`config.mk`:
```
export PLATFORM = sky130hd
export DESIGN_NAME = unpooling_flat
export DESIGN_NICKNAME = d
export VERILOG_FILES = /design/src/rtl/unpooling_pkg.sv /design/src/rtl/unpooling_if.sv /design/src/rtl/unpool_line_buffer.sv /design/src/rtl/unpooling.sv /design/src/flat_wrapper.sv
export SDC_FILE = /design/constraint.sdc
export NUM_CORES = 1
export LEC_CHECK = 0
export ABC_AREA = 1
export ABC_CLOCK_PERIOD_IN_PS = 2300
export BUFFER_PORTS_ARGS = -buffer_cell sky130_fd_sc_hd__buf_2
export CAP_MARGIN = 20
export CORE_MARGIN = 2
export CORE_UTILIZATION = 46
export CTS_CLUSTER_DIAMETER = 80
export DETAILED_ROUTE_END_ITERATION = 12
export PLACE_DENSITY = 0.76
export SYNTH_ARGS = -nofsm -noshare
export SYNTH_HDL_FRONTEND = slang
export SYNTH_SLANG_ARGS = --single-unit
```
`constraint.sdc`:
```
create_clock -name clock -period 2.3 [get_ports clock]
set_clock_uncertainty 0.05 [all_clocks]
set_input_delay 0.46 -clock clock [delete_from_list [all_inputs] [get_ports clock]]
set_output_delay 0.46 -clock clock [all_outputs]
set_load 0.01 [all_outputs]
```
`src/rtl/unpooling_pkg.sv`:
```
// Shared helpers for the 2x2 nearest-neighbour unpooling block.
package unpooling_pkg;

  // Ceiling log2; callers guard against zero-width results.
  function automatic int unsigned log2_ceil(input int unsigned value);
    int unsigned r;
    r = 0;
    for (int unsigned i = 0; i < 32; i++) begin
      if ((64'(1) << i) < 64'(value)) r = i + 1;
    end
    return r;
  endfunction

  // True when the low n bits of value are all ones (n = 0 is vacuously true).
  function automatic logic low_ones(input logic [31:0] value, input int unsigned n);
    logic r;
    r = 1'b1;
    for (int unsigned i = 0; i < 32; i++) begin
      if (i < n && !value[i]) r = 1'b0;
    end
    return r;
  endfunction

endpackage

```
`src/rtl/unpooling_if.sv`:
```
// Pixel stream bundle: coarse input side and fine output side of the upsampler.
interface unpooling_if #(
  parameter int unsigned PIX_W  = 16,
  parameter int unsigned VCNT_W = 3,
  parameter int unsigned HCNT_W = 3
);
  logic              in_enable;
  logic [PIX_W-1:0]  in_pixels;
  logic [VCNT_W-1:0] in_vcnt;
  logic [HCNT_W-1:0] in_hcnt;
  logic              out_enable;
  logic [PIX_W-1:0]  out_pixels;
  logic [VCNT_W-1:0] out_vcnt;
  logic [HCNT_W-1:0] out_hcnt;

  modport master (
    output in_enable, in_pixels, in_vcnt, in_hcnt,
    input  out_enable, out_pixels, out_vcnt, out_hcnt
  );

  modport slave (
    input  in_enable, in_pixels, in_vcnt, in_hcnt,
    output out_enable, out_pixels, out_vcnt, out_hcnt
  );
endinterface

```
`src/rtl/unpool_line_buffer.sv`:
```
// Ping-pong coarse-row buffer: two banks, one write port, one registered read port.
module unpool_line_buffer #(
  parameter int unsigned DEPTH  = 4,
  parameter int unsigned DATA_W = 16,
  parameter int unsigned ADDR_W = 2
) (
  input  logic              clock,
  input  logic              n_rst,
  input  logic              wr_en,
  input  logic              wr_bank,
  input  logic [ADDR_W-1:0] wr_addr,
  input  logic [DATA_W-1:0] wr_data,
  input  logic              rd_en,
  input  logic              rd_bank,
  input  logic [ADDR_W-1:0] rd_addr,
  output logic [DATA_W-1:0] rd_data
);

  logic [DATA_W-1:0] mem [2][DEPTH];

  // Storage array has no reset so it maps onto block RAM.
  always_ff @(posedge clock) begin
    if (wr_en) mem[wr_bank][wr_addr] <= wr_data;
  end

  // Read register only advances on valid fine samples, so it holds otherwise.
  always_ff @(posedge clock or negedge n_rst) begin
    if (!n_rst) begin
      rd_data <= '0;
    end else if (rd_en) begin
      rd_data <= mem[rd_bank][rd_addr];
    end
  end

endmodule

```
`src/rtl/unpooling.sv`:
```
// 2x2 nearest-neighbour upsampler: replicates level LEVEL+1 samples into
// 2x2 blocks at level LEVEL, one coarse row behind the input stream.
module unpooling
  import unpooling_pkg::*;
#(
  parameter int unsigned WIDTH      = 6,
  parameter int unsigned HEIGHT     = 6,
  parameter int unsigned W_WIDTH    = 8,
  parameter int unsigned W_HEIGHT   = 8,
  parameter int unsigned FIXED_BITW = 8,
  parameter int unsigned UNITS      = 2,
  parameter int unsigned LEVEL      = 0
) (
  input logic        clock,
  input logic        n_rst,
  unpooling_if.slave bus
);

  localparam int unsigned PIX_W  = FIXED_BITW * UNITS;
  localparam int unsigned VCNT_W = log2_ceil(W_HEIGHT);
  localparam int unsigned HCNT_W = log2_ceil(W_WIDTH);
  localparam int unsigned BLK    = 1 << (LEVEL + 1);
  localparam int unsigned DEPTH  = W_WIDTH >> (LEVEL + 1);
  localparam int unsigned ADDR_W = (DEPTH > 1) ? log2_ceil(DEPTH) : 1;

  logic              capture_c;
  logic              toggle_c;
  logic              fine_c;
  logic              out_en_c;
  logic [VCNT_W-1:0] vnext_c;
  logic [ADDR_W-1:0] addr_c;

  logic              wr_bank;
  logic              primed;
  logic              out_en_q;
  logic [VCNT_W-1:0] vcnt_q;
  logic [HCNT_W-1:0] hcnt_q;
  logic [PIX_W-1:0]  rd_data;

  // Grid decode, one-coarse-row coordinate offset and output qualification.
  always_comb begin
    capture_c = bus.in_enable
              && low_ones(32'(bus.in_hcnt), LEVEL + 1)
              && low_ones(32'(bus.in_vcnt), LEVEL + 1);
    toggle_c  = bus.in_enable
              && (32'(bus.in_hcnt) == W_WIDTH - 1)
              && low_ones(32'(bus.in_vcnt), LEVEL + 1);
    fine_c    = bus.in_enable
              && low_ones(32'(bus.in_hcnt), LEVEL)
              && low_ones(32'(bus.in_vcnt), LEVEL);
    if (32'(bus.in_vcnt) >= BLK) begin
      vnext_c = VCNT_W'(32'(bus.in_vcnt) - BLK);
    end else begin
      vnext_c = VCNT_W'(32'(bus.in_vcnt) + W_HEIGHT - BLK);
    end
    out_en_c  = fine_c && primed
              && (32'(vnext_c) < HEIGHT)
              && (32'(bus.in_hcnt) < WIDTH);
    addr_c    = ADDR_W'(32'(bus.in_hcnt) >> (LEVEL + 1));
  end

  // Bank/primed control and registered output coordinates.
  always_ff @(posedge clock or negedge n_rst) begin
    if (!n_rst) begin
      wr_bank  <= 1'b0;
      primed   <= 1'b0;
      out_en_q <= 1'b0;
      vcnt_q   <= '0;
      hcnt_q   <= '0;
    end else begin
      out_en_q <= out_en_c;
      if (bus.in_enable) begin
        vcnt_q <= vnext_c;
        hcnt_q <= bus.in_hcnt;
      end
      if (toggle_c) begin
        wr_bank <= ~wr_bank;
        primed  <= 1'b1;
      end
    end
  end

  unpool_line_buffer #(
    .DEPTH  (DEPTH),
    .DATA_W (PIX_W),
    .ADDR_W (ADDR_W)
  ) u_line_buffer (
    .clock   (clock),
    .n_rst   (n_rst),
    .wr_en   (capture_c),
    .wr_bank (wr_bank),
    .wr_addr (addr_c),
    .wr_data (bus.in_pixels),
    .rd_en   (out_en_c),
    .rd_bank (~wr_bank),
    .rd_addr (addr_c),
    .rd_data (rd_data)
  );

  assign bus.out_enable = out_en_q;
  assign bus.out_pixels = rd_data;
  assign bus.out_vcnt   = vcnt_q;
  assign bus.out_hcnt   = hcnt_q;

endmodule

```
`src/flat_wrapper.sv`:
```
// flat-port wrapper written by rule: the top's interface ports become plain ports
module unpooling_flat import unpooling_pkg::*;
#(
  parameter int unsigned WIDTH      = 6,
  parameter int unsigned HEIGHT     = 6,
  parameter int unsigned W_WIDTH    = 8,
  parameter int unsigned W_HEIGHT   = 8,
  parameter int unsigned FIXED_BITW = 8,
  parameter int unsigned UNITS      = 2,
  parameter int unsigned LEVEL      = 0
)
  (clock, n_rst, bus_in_enable, bus_in_pixels, bus_in_vcnt, bus_in_hcnt, bus_out_enable, bus_out_pixels, bus_out_vcnt, bus_out_hcnt);
  unpooling_if bus_i ();
  input logic clock;
  input logic n_rst;
  input wire logic [$bits(bus_i.in_enable)-1:0] bus_in_enable;
  input wire logic [$bits(bus_i.in_pixels)-1:0] bus_in_pixels;
  input wire logic [$bits(bus_i.in_vcnt)-1:0] bus_in_vcnt;
  input wire logic [$bits(bus_i.in_hcnt)-1:0] bus_in_hcnt;
  output wire logic [$bits(bus_i.out_enable)-1:0] bus_out_enable;
  output wire logic [$bits(bus_i.out_pixels)-1:0] bus_out_pixels;
  output wire logic [$bits(bus_i.out_vcnt)-1:0] bus_out_vcnt;
  output wire logic [$bits(bus_i.out_hcnt)-1:0] bus_out_hcnt;
  assign bus_i.in_enable = bus_in_enable;
  assign bus_i.in_pixels = bus_in_pixels;
  assign bus_i.in_vcnt = bus_in_vcnt;
  assign bus_i.in_hcnt = bus_in_hcnt;
  assign bus_out_enable = bus_i.out_enable;
  assign bus_out_pixels = bus_i.out_pixels;
  assign bus_out_vcnt = bus_i.out_vcnt;
  assign bus_out_hcnt = bus_i.out_hcnt;
  unpooling #(.WIDTH(WIDTH), .HEIGHT(HEIGHT), .W_WIDTH(W_WIDTH), .W_HEIGHT(W_HEIGHT), .FIXED_BITW(FIXED_BITW), .UNITS(UNITS), .LEVEL(LEVEL)) u_core (.clock(clock), .n_rst(n_rst), .bus(bus_i));
endmodule
```
==> results of run 1 <==
==> placed cells by master (no fill, tap or decap) <==
cell             n
clkinv_2         5
edfxtp_1        96
or2_1            1
clkbuf_16       19
buf_4           15
a21oi_1          3
clkbuf_1         4
ha_1             2
nand3_1         48
o22a_1           1
inv_2            6
dfrtp_1         25
nor2_1          55
nor3_2           6
clkinvlp_4       1
inv_1          100
nor2_4           2
nand2_1        131
nor2_2           2
mux2_2           2
buf_12           1
buf_2           47
clkbuf_8         3
dlygate4sd3_1    1
nand3_2          1
==> power groups by stage <==
stage	logic (mW)	clock network, mW	registers, mW
5_1_grt	0.963	2.59	2.60
4_1_cts	0.859	2.49	2.59
3_3_place_gp	0.817	0	2.62
3_5_place_dp	0.850	0	2.63
6_report	0.849	2.44	2.59
2_1_floorplan	0.482	0	2.67
==> final timing paths <==
kind | from | to | slack (ns)
min in group asynchronous | n_rst | u_core.bus.out_vcnt[1]$_DFFE_PN0P_ | 0.45
worst min register to register | u_core.primed$_DFFE_PN0P_ | u_core.primed$_DFFE_PN0P_ | 0.42
worst max register to register | u_core.wr_bank$_DFFE_PN0P_ | u_core.u_line_buffer.rd_data[14]$_DFFE_PN0P_ | 0.70
worst min-delay path | bus_in_pixels[1] | u_core.u_line_buffer.mem[1][17]$_DFFE_PP_ | 0.13
worst max-delay path | u_core.wr_bank$_DFFE_PN0P_ | u_core.u_line_buffer.rd_data[14]$_DFFE_PN0P_ | 0.70
max in group asynchronous | n_rst | u_core.u_line_buffer.rd_data[8]$_DFFE_PN0P_ | 1.32
==> cells by family after synthesis <==
kind of cell	after synthesis	share of synthesized area, %
compound gates	4	0.4668
fa+ha+maj	2	0.4913
buf+inv	124	9.681
flops	121	68.89
mux	2	0.4422
simple gates	246	20.02
==> routing by layer <==
layer | vias up | global-route usage, %
met2 | 107 | 30.43
li1 | 1688 | -
met5 | - | 0
met3 | 17 | 6.097
met4 | 0 | 7.957
met1 | 1603 | 23.67
==> final cells by class <==
type | count | share of cell area, %
Tap cell | 140 | 2.851
Clock inverter | 6 | 0.5294
Clock buffer | 26 | 8.654
Timing Repair Buffer | 64 | 6.149
Inverter | 106 | 6.475
Multi-Input combinational cell | 254 | 18.24
Sequential cell | 121 | 57.10
==> stage by stage <==
stage / TNS, ns / instance area, µm² / utilization (%) / instances
2_1_floorplan: -6.392 / 5112 / - / 499
3_3_place_gp: 0 / 5570 / 51.39 / 684
3_5_place_dp: 0 / 5570 / 51.39 / 684
4_1_cts: 0 / 6145 / 56.68 / 717
5_1_grt: 0 / 6145 / 56.68 / 717
6_report: 0 / 6145 / 56.68 / 717
==> state kept, by name (all words and copies together) (netlist names) <==
name                          count
u_core.bus.out_vcnt               3
u_core.bus.out_enable             1
u_core.wr_bank                    1
u_core.bus.out_hcnt               3
u_core.u_line_buffer.rd_data     16
u_core.primed                     1
u_core.u_line_buffer.mem         96
==> what timing repair did <==
| item | CTS | global route |
|---|---|---|
| hold endpoints to repair | 25 | 0 |
| hold buffers | 1 | 0 |
| setup buffers | 0 | 0 |
==> impl_metrics.env, run 1 <==
export IMPL_cts_root_buf="clkbuf_8"
export IMPL_wl_met2_um=4965
export IMPL_p_int_mw=4.368
export IMPL_vias_per_cell=4.763
export IMPL_wl_um=10130
export IMPL_outcome="completed"
export IMPL_syn_cell_area_mm2=0.005092
export IMPL_p_seq_share_pct=44.0
export IMPL_crit_chain="inv_2 -> buf_4 -> nand2_1 -> nand3_1 -> nand2_1 -> nor2_1 -> nor2_1"
export IMPL_power_mw=5.878
export IMPL_power_density_mw_per_mm2=956.7
export IMPL_ir_drop_mv=0.4718
export IMPL_nets=591
export IMPL_num_rows=38
export IMPL_min_path_cells=1
export IMPL_gp_congestion=0.7786
export IMPL_syn_to_final_growth_pct=20.66
export IMPL_crit_path_max_fanout=19
export IMPL_worstPathRequired_ns=2.66
export IMPL_critPathLaunchType="flip-flop"
export IMPL_clock_fmax_ghz=0.6231
export IMPL_wl_met3_um=628
export IMPL_rsz0062_at_grt="false"
export IMPL_num_vias=3415
export IMPL_drt_pass1_iterations=4
export IMPL_setup_viol=0
export IMPL_max_stage_delay_ns=0.40
export IMPL_p_comb_share_pct=14.4
export IMPL_worst_pin_slew_ns=0.6442
export IMPL_regArea_mm2=0.003508
export IMPL_ys_ff_latch=121
export IMPL_grt_pass1_wl_um=16310
export IMPL_routed_top_layer="met4"
export IMPL_antenna_found_initial=0
export IMPL_n_antenna_cell=0
export IMPL_cts_resized=0
export IMPL_crit_buf_inv=2
export IMPL_multi_input_area_mm2=0.001121
export IMPL_drive_gt1_share_pct=19.06
export IMPL_crit_cells=7
export IMPL_hpwl_um=6220
export IMPL_synth_common_cells="nand2_1 (131), inv_1 (100), edfxtp_1 (96)"
export IMPL_hold_violations=0
export IMPL_drt_iter0_drc=233
export IMPL_synth_area_leader_cell="edfxtp_1"
export IMPL_h_tree_depth=4
export IMPL_maxSlewViolCount=0
export IMPL_grt_max_degree=34
export IMPL_core_area_mm2=0.01084
export IMPL_syn_area_per_cell_um2=10.21
export IMPL_drv_cap=0
export IMPL_synthTopCellsByArea="edfxtp_1 (57%), dfrtp_1 (12%), nand2_1 (9.7%)"
export IMPL_synth_most_common_cell="nand2_1"
export IMPL_crit_path_end_kind="flip-flop"
export IMPL_synth_cell_types=19
export IMPL_clock_sink_count=121
export IMPL_grt_pass1_vias=3410
export IMPL_io_buffers=47
export IMPL_fin_crit_sh_pct=69.78
export IMPL_synth_ff_type="edfxtp_1"
export IMPL_cellLeakagePower_nw=2.785
export IMPL_syn_inst=499
export IMPL_drtAntennaViolNets=0
export IMPL_syn_nets=526
export IMPL_drc_errors=0
export IMPL_synth_warnings=0
export IMPL_ios=48
export IMPL_synthArstFlopShare_pct=20.66
export IMPL_fin_crit_ns=1.605
export IMPL_dieArea_mm2=0.01193
export IMPL_clk_pin_slew_ns=0.06
export IMPL_clk_latency_ns=0.52
export IMPL_num_fill_cells=889
export IMPL_wl_per_cell_um=14.13
export IMPL_worstSetupPathType="flip-flop to flip-flop"
export IMPL_start_util_pct=46.98
export IMPL_grt_remaining_overflow=0
export IMPL_setup_ws_ns=0.6951
export IMPL_chipWidth_um=109.2
export IMPL_fin_hold_ws_ns=0.1333
export IMPL_r2r_cells=7
export IMPL_switching_share_pct=25.69
export IMPL_route_layer_met1_wl_um=4338
export IMPL_ys_seq_area_share_pct=68.89
export IMPL_synth_edf_count=96
export IMPL_arrival_ns=1.97
export IMPL_yosysTopAreaCellShare_pct=56.61
export IMPL_grt_usage_pct=18.93
export IMPL_cts_buffers_inserted=17
export IMPL_clock_power_share_pct=41.6
export IMPL_hold_class="primary input to flip-flop"
export IMPL_die_height_um=109.2
export IMPL_switchingPower_mw=1.510
export IMPL_cp_top_family="buffers and inverters"
export IMPL_clock_path_buffers=2
export IMPL_cts_tree="built"
export IMPL_slew_headroom_pct=57.05
export IMPL_crit_slowest_cell="dfrtp_1"
export IMPL_dp_slack_ns=0.5248
Note: power is estimated with default switching activity, not from simulation.
==> run 2: changes to the inputs <==
--- a/config.mk
+++ b/config.mk
@@ -6,14 +6,14 @@
 export NUM_CORES = 1
 export LEC_CHECK = 0
 export ABC_AREA = 1
-export ABC_CLOCK_PERIOD_IN_PS = 2300
+export ABC_CLOCK_PERIOD_IN_PS = 1700
 export BUFFER_PORTS_ARGS = -buffer_cell sky130_fd_sc_hd__buf_2
 export CAP_MARGIN = 20
 export CORE_MARGIN = 2
 export CORE_UTILIZATION = 46
 export CTS_CLUSTER_DIAMETER = 80
 export DETAILED_ROUTE_END_ITERATION = 12
-export PLACE_DENSITY = 0.76
+export PLACE_DENSITY = 0.73
 export SYNTH_ARGS = -nofsm -noshare
 export SYNTH_HDL_FRONTEND = slang
 export SYNTH_SLANG_ARGS = --single-unit
==> constraint.sdc (replaced) <==
create_clock -name clock -period 1.7 [get_ports clock]
set_clock_uncertainty 0.05 [all_clocks]
set_input_delay 0.34 -clock clock [delete_from_list [all_inputs] [get_ports clock]]
set_output_delay 0.34 -clock clock [all_outputs]
set_load 0.01 [all_outputs]
==> impl_metrics.env, run 2 (synthesis gave the netlist of run 1 again) <==
export IMPL_outcome="completed"
export IMPL_grt_remaining_overflow=0
export IMPL_final_cell_mix="nand2_1 (131), inv_1 (100), edfxtp_1 (96)"
export IMPL_r2r_cells=7
export IMPL_start_util_pct=46.98
export IMPL_arrival_ns=1.85
export IMPL_layout_commonest_cell="nand2_1"
export IMPL_crit_path_end_kind="flip-flop"
export IMPL_grt_usage_pct=18.60
export IMPL_cts_root_buf="clkbuf_8"
export IMPL_stdcell_area_mm2=0.006230
export IMPL_post_dp_cell_area_mm2=0.005623
export IMPL_dieArea_mm2=0.01193
export IMPL_post_route_util_pct=57.47
export IMPL_clock_sink_count=121
export IMPL_cts_buffers_inserted=17
export IMPL_setup_viol=0
export IMPL_fin_crit_sh_pct=87.98
export IMPL_drv_cap=0
export IMPL_crit_path_max_fanout=23
export IMPL_cts_tree="built"
export IMPL_io_buffers=47
export IMPL_rsz0062_at_grt="false"
export IMPL_drt_pass1_iterations=4
export IMPL_h_tree_depth=4
export IMPL_drc_errors=0
export IMPL_worstPathRequired_ns=2.05
export IMPL_ff2ff_setup_slack_ns=0.20
export IMPL_nets=598
export IMPL_core_area_mm2=0.01084
export IMPL_grt_pass1_vias=3295
export IMPL_largest_register="u_core.u_line_buffer.mem"
export IMPL_antenna_found_initial=0
export IMPL_drt_iter0_drc=199
export IMPL_hpwl_um=6891
export IMPL_hold_end="u_core.bus.out_hcnt[0]$_DFFE_PN0P_"
export IMPL_num_fill_cells=889
export IMPL_clk_latency_ns=0.51
export IMPL_wl_um=9983
export IMPL_top_regs="u_core.u_line_buffer.mem (96), u_core.u_line_buffer.rd_data (16)"
export IMPL_grt_max_degree=34
export IMPL_chipWidth_um=109.2
export IMPL_clock_fmax_ghz=0.6686
export IMPL_cellLeakagePower_nw=2.834
export IMPL_power_density_mw_per_mm2=1318
export IMPL_num_rows=38
export IMPL_gp_congestion=0.8288
export IMPL_multi_input_area_mm2=0.001121
export IMPL_hold_class="primary input to flip-flop"
export IMPL_fin_hold_ws_ns=0.04599
export IMPL_drive_gt1_share_pct=20.03
export IMPL_fin_crit_ns=1.496
export IMPL_hold_violations=0
export IMPL_clk_pin_slew_ns=0.05
export IMPL_ir_drop_mv=0.6382
export IMPL_vias_per_cell=4.588
export IMPL_largest_register_ffs=96
export IMPL_regArea_mm2=0.003508
export IMPL_worst_pin_slew_ns=0.5888
export IMPL_wl_per_cell_um=13.79
export IMPL_timing_rr_end="u_core.u_line_buffer.rd_data[0]$_DFFE_PN0P_"
export IMPL_n_antenna_cell=0
export IMPL_min_path_cells=2
export IMPL_hold_start="bus_in_hcnt[0]"
export IMPL_rr_startpoint="u_core.wr_bank$_DFFE_PN0P_"
export IMPL_num_vias=3322
export IMPL_slew_headroom_pct=60.74
export IMPL_drtAntennaViolNets=0
export IMPL_worstSetupPathType="flip-flop to flip-flop"
export IMPL_postCtsSetupBuffers=0
export IMPL_clock_path_buffers=2
export IMPL_syn_to_final_growth_pct=22.33
export IMPL_critPathLaunchType="flip-flop"
export IMPL_maxSlewViolCount=0
export IMPL_die_height_um=109.2
export IMPL_ios=48
export IMPL_grt_pass1_wl_um=16060
-- run 2: changes by cell type in the layout (fill, tap and decap cells not counted) --
cell       before  now
clkinv_2        5    3
buf_4          15   22
clkbuf_8        3    5
clkbuf_1        4    3
clkinv_1        0    1
bufinv_16       0    3
clkbuf_16      19   16
-- run 2: repair_timing --
item,4_1_cts,5_1_grt
resized for setup,0,0
hold buffers,1,0
hold endpoints to repair,25,0
-- run 2: per-layer routing --
layer / vias up / part of all wire, % / global-route usage (%)
met4: 0 / 1.3 / 7.595
met3: 11 / 5.3 / 4.961
li1: 1697 / - / -
met5: - / 0 / 0
met1: 1532 / 47 / 25.56
met2: 82 / 46 / 28.22
-- run 2: per-stage QoR --
stage          instances  TNS (ns)  setup WS, ns  total power [mW]
2_1_floorplan        499    -17.19       -0.1903             4.272
6_report             724         0        0.2044             8.211
5_1_grt              724         0       0.07701             8.596
3_3_place_gp         691         0        0.1206             4.712
3_5_place_dp         691         0       0.09329             4.743
4_1_cts              724         0        0.2056             8.288
-- run 2: layout make-up --
type	count	share of cell area [%]
clock buffers	24	7.712
clock inverters	8	1.868
inverters	106	6.387
multi-input cells	254	18.00
flip-flops and latches	121	56.32
well taps	140	2.812
repair buffers	71	6.909
-- run 2: worst max path at each step --
| stage | depth (start not counted) | end | startpoint |
|---|---|---|---|
| 3_5_place_dp | 4 | u_core.u_line_buffer.mem[1][50]$_DFFE_PP_ | bus_in_enable |
| 2_1_floorplan | 4 | u_core.u_line_buffer.mem[0][48]$_DFFE_PP_ | bus_in_hcnt[1] |
| 4_1_cts | 7 | u_core.u_line_buffer.rd_data[15]$_DFFE_PN0P_ | u_core.wr_bank$_DFFE_PN0P_ |
| 6_report | 7 | u_core.u_line_buffer.rd_data[0]$_DFFE_PN0P_ | u_core.wr_bank$_DFFE_PN0P_ |
| 3_3_place_gp | 4 | u_core.u_line_buffer.mem[1][17]$_DFFE_PP_ | bus_in_enable |
| 5_1_grt | 7 | u_core.u_line_buffer.rd_data[11]$_DFFE_PN0P_ | u_core.wr_bank$_DFFE_PN0P_ |
-- run 2: worst max-delay path, stage by stage (launching register included) --
cell,delay (ns)
dfrtp_1,0.38
buf_4,0.31
buf_4,0.26
nand2_1,0.07
nand3_1,0.10
nand2_1,0.09
nor2_1,0.09
nor2_1,0.04
-- run 2: where the power goes --
part	leakage, nW	internal, mW	switching (mW)
logic	1.39	0.424	0.751
clock network	0.293	2.37	1.15
registers	1.15	3.40	0.114
total	2.83	6.20	2.02
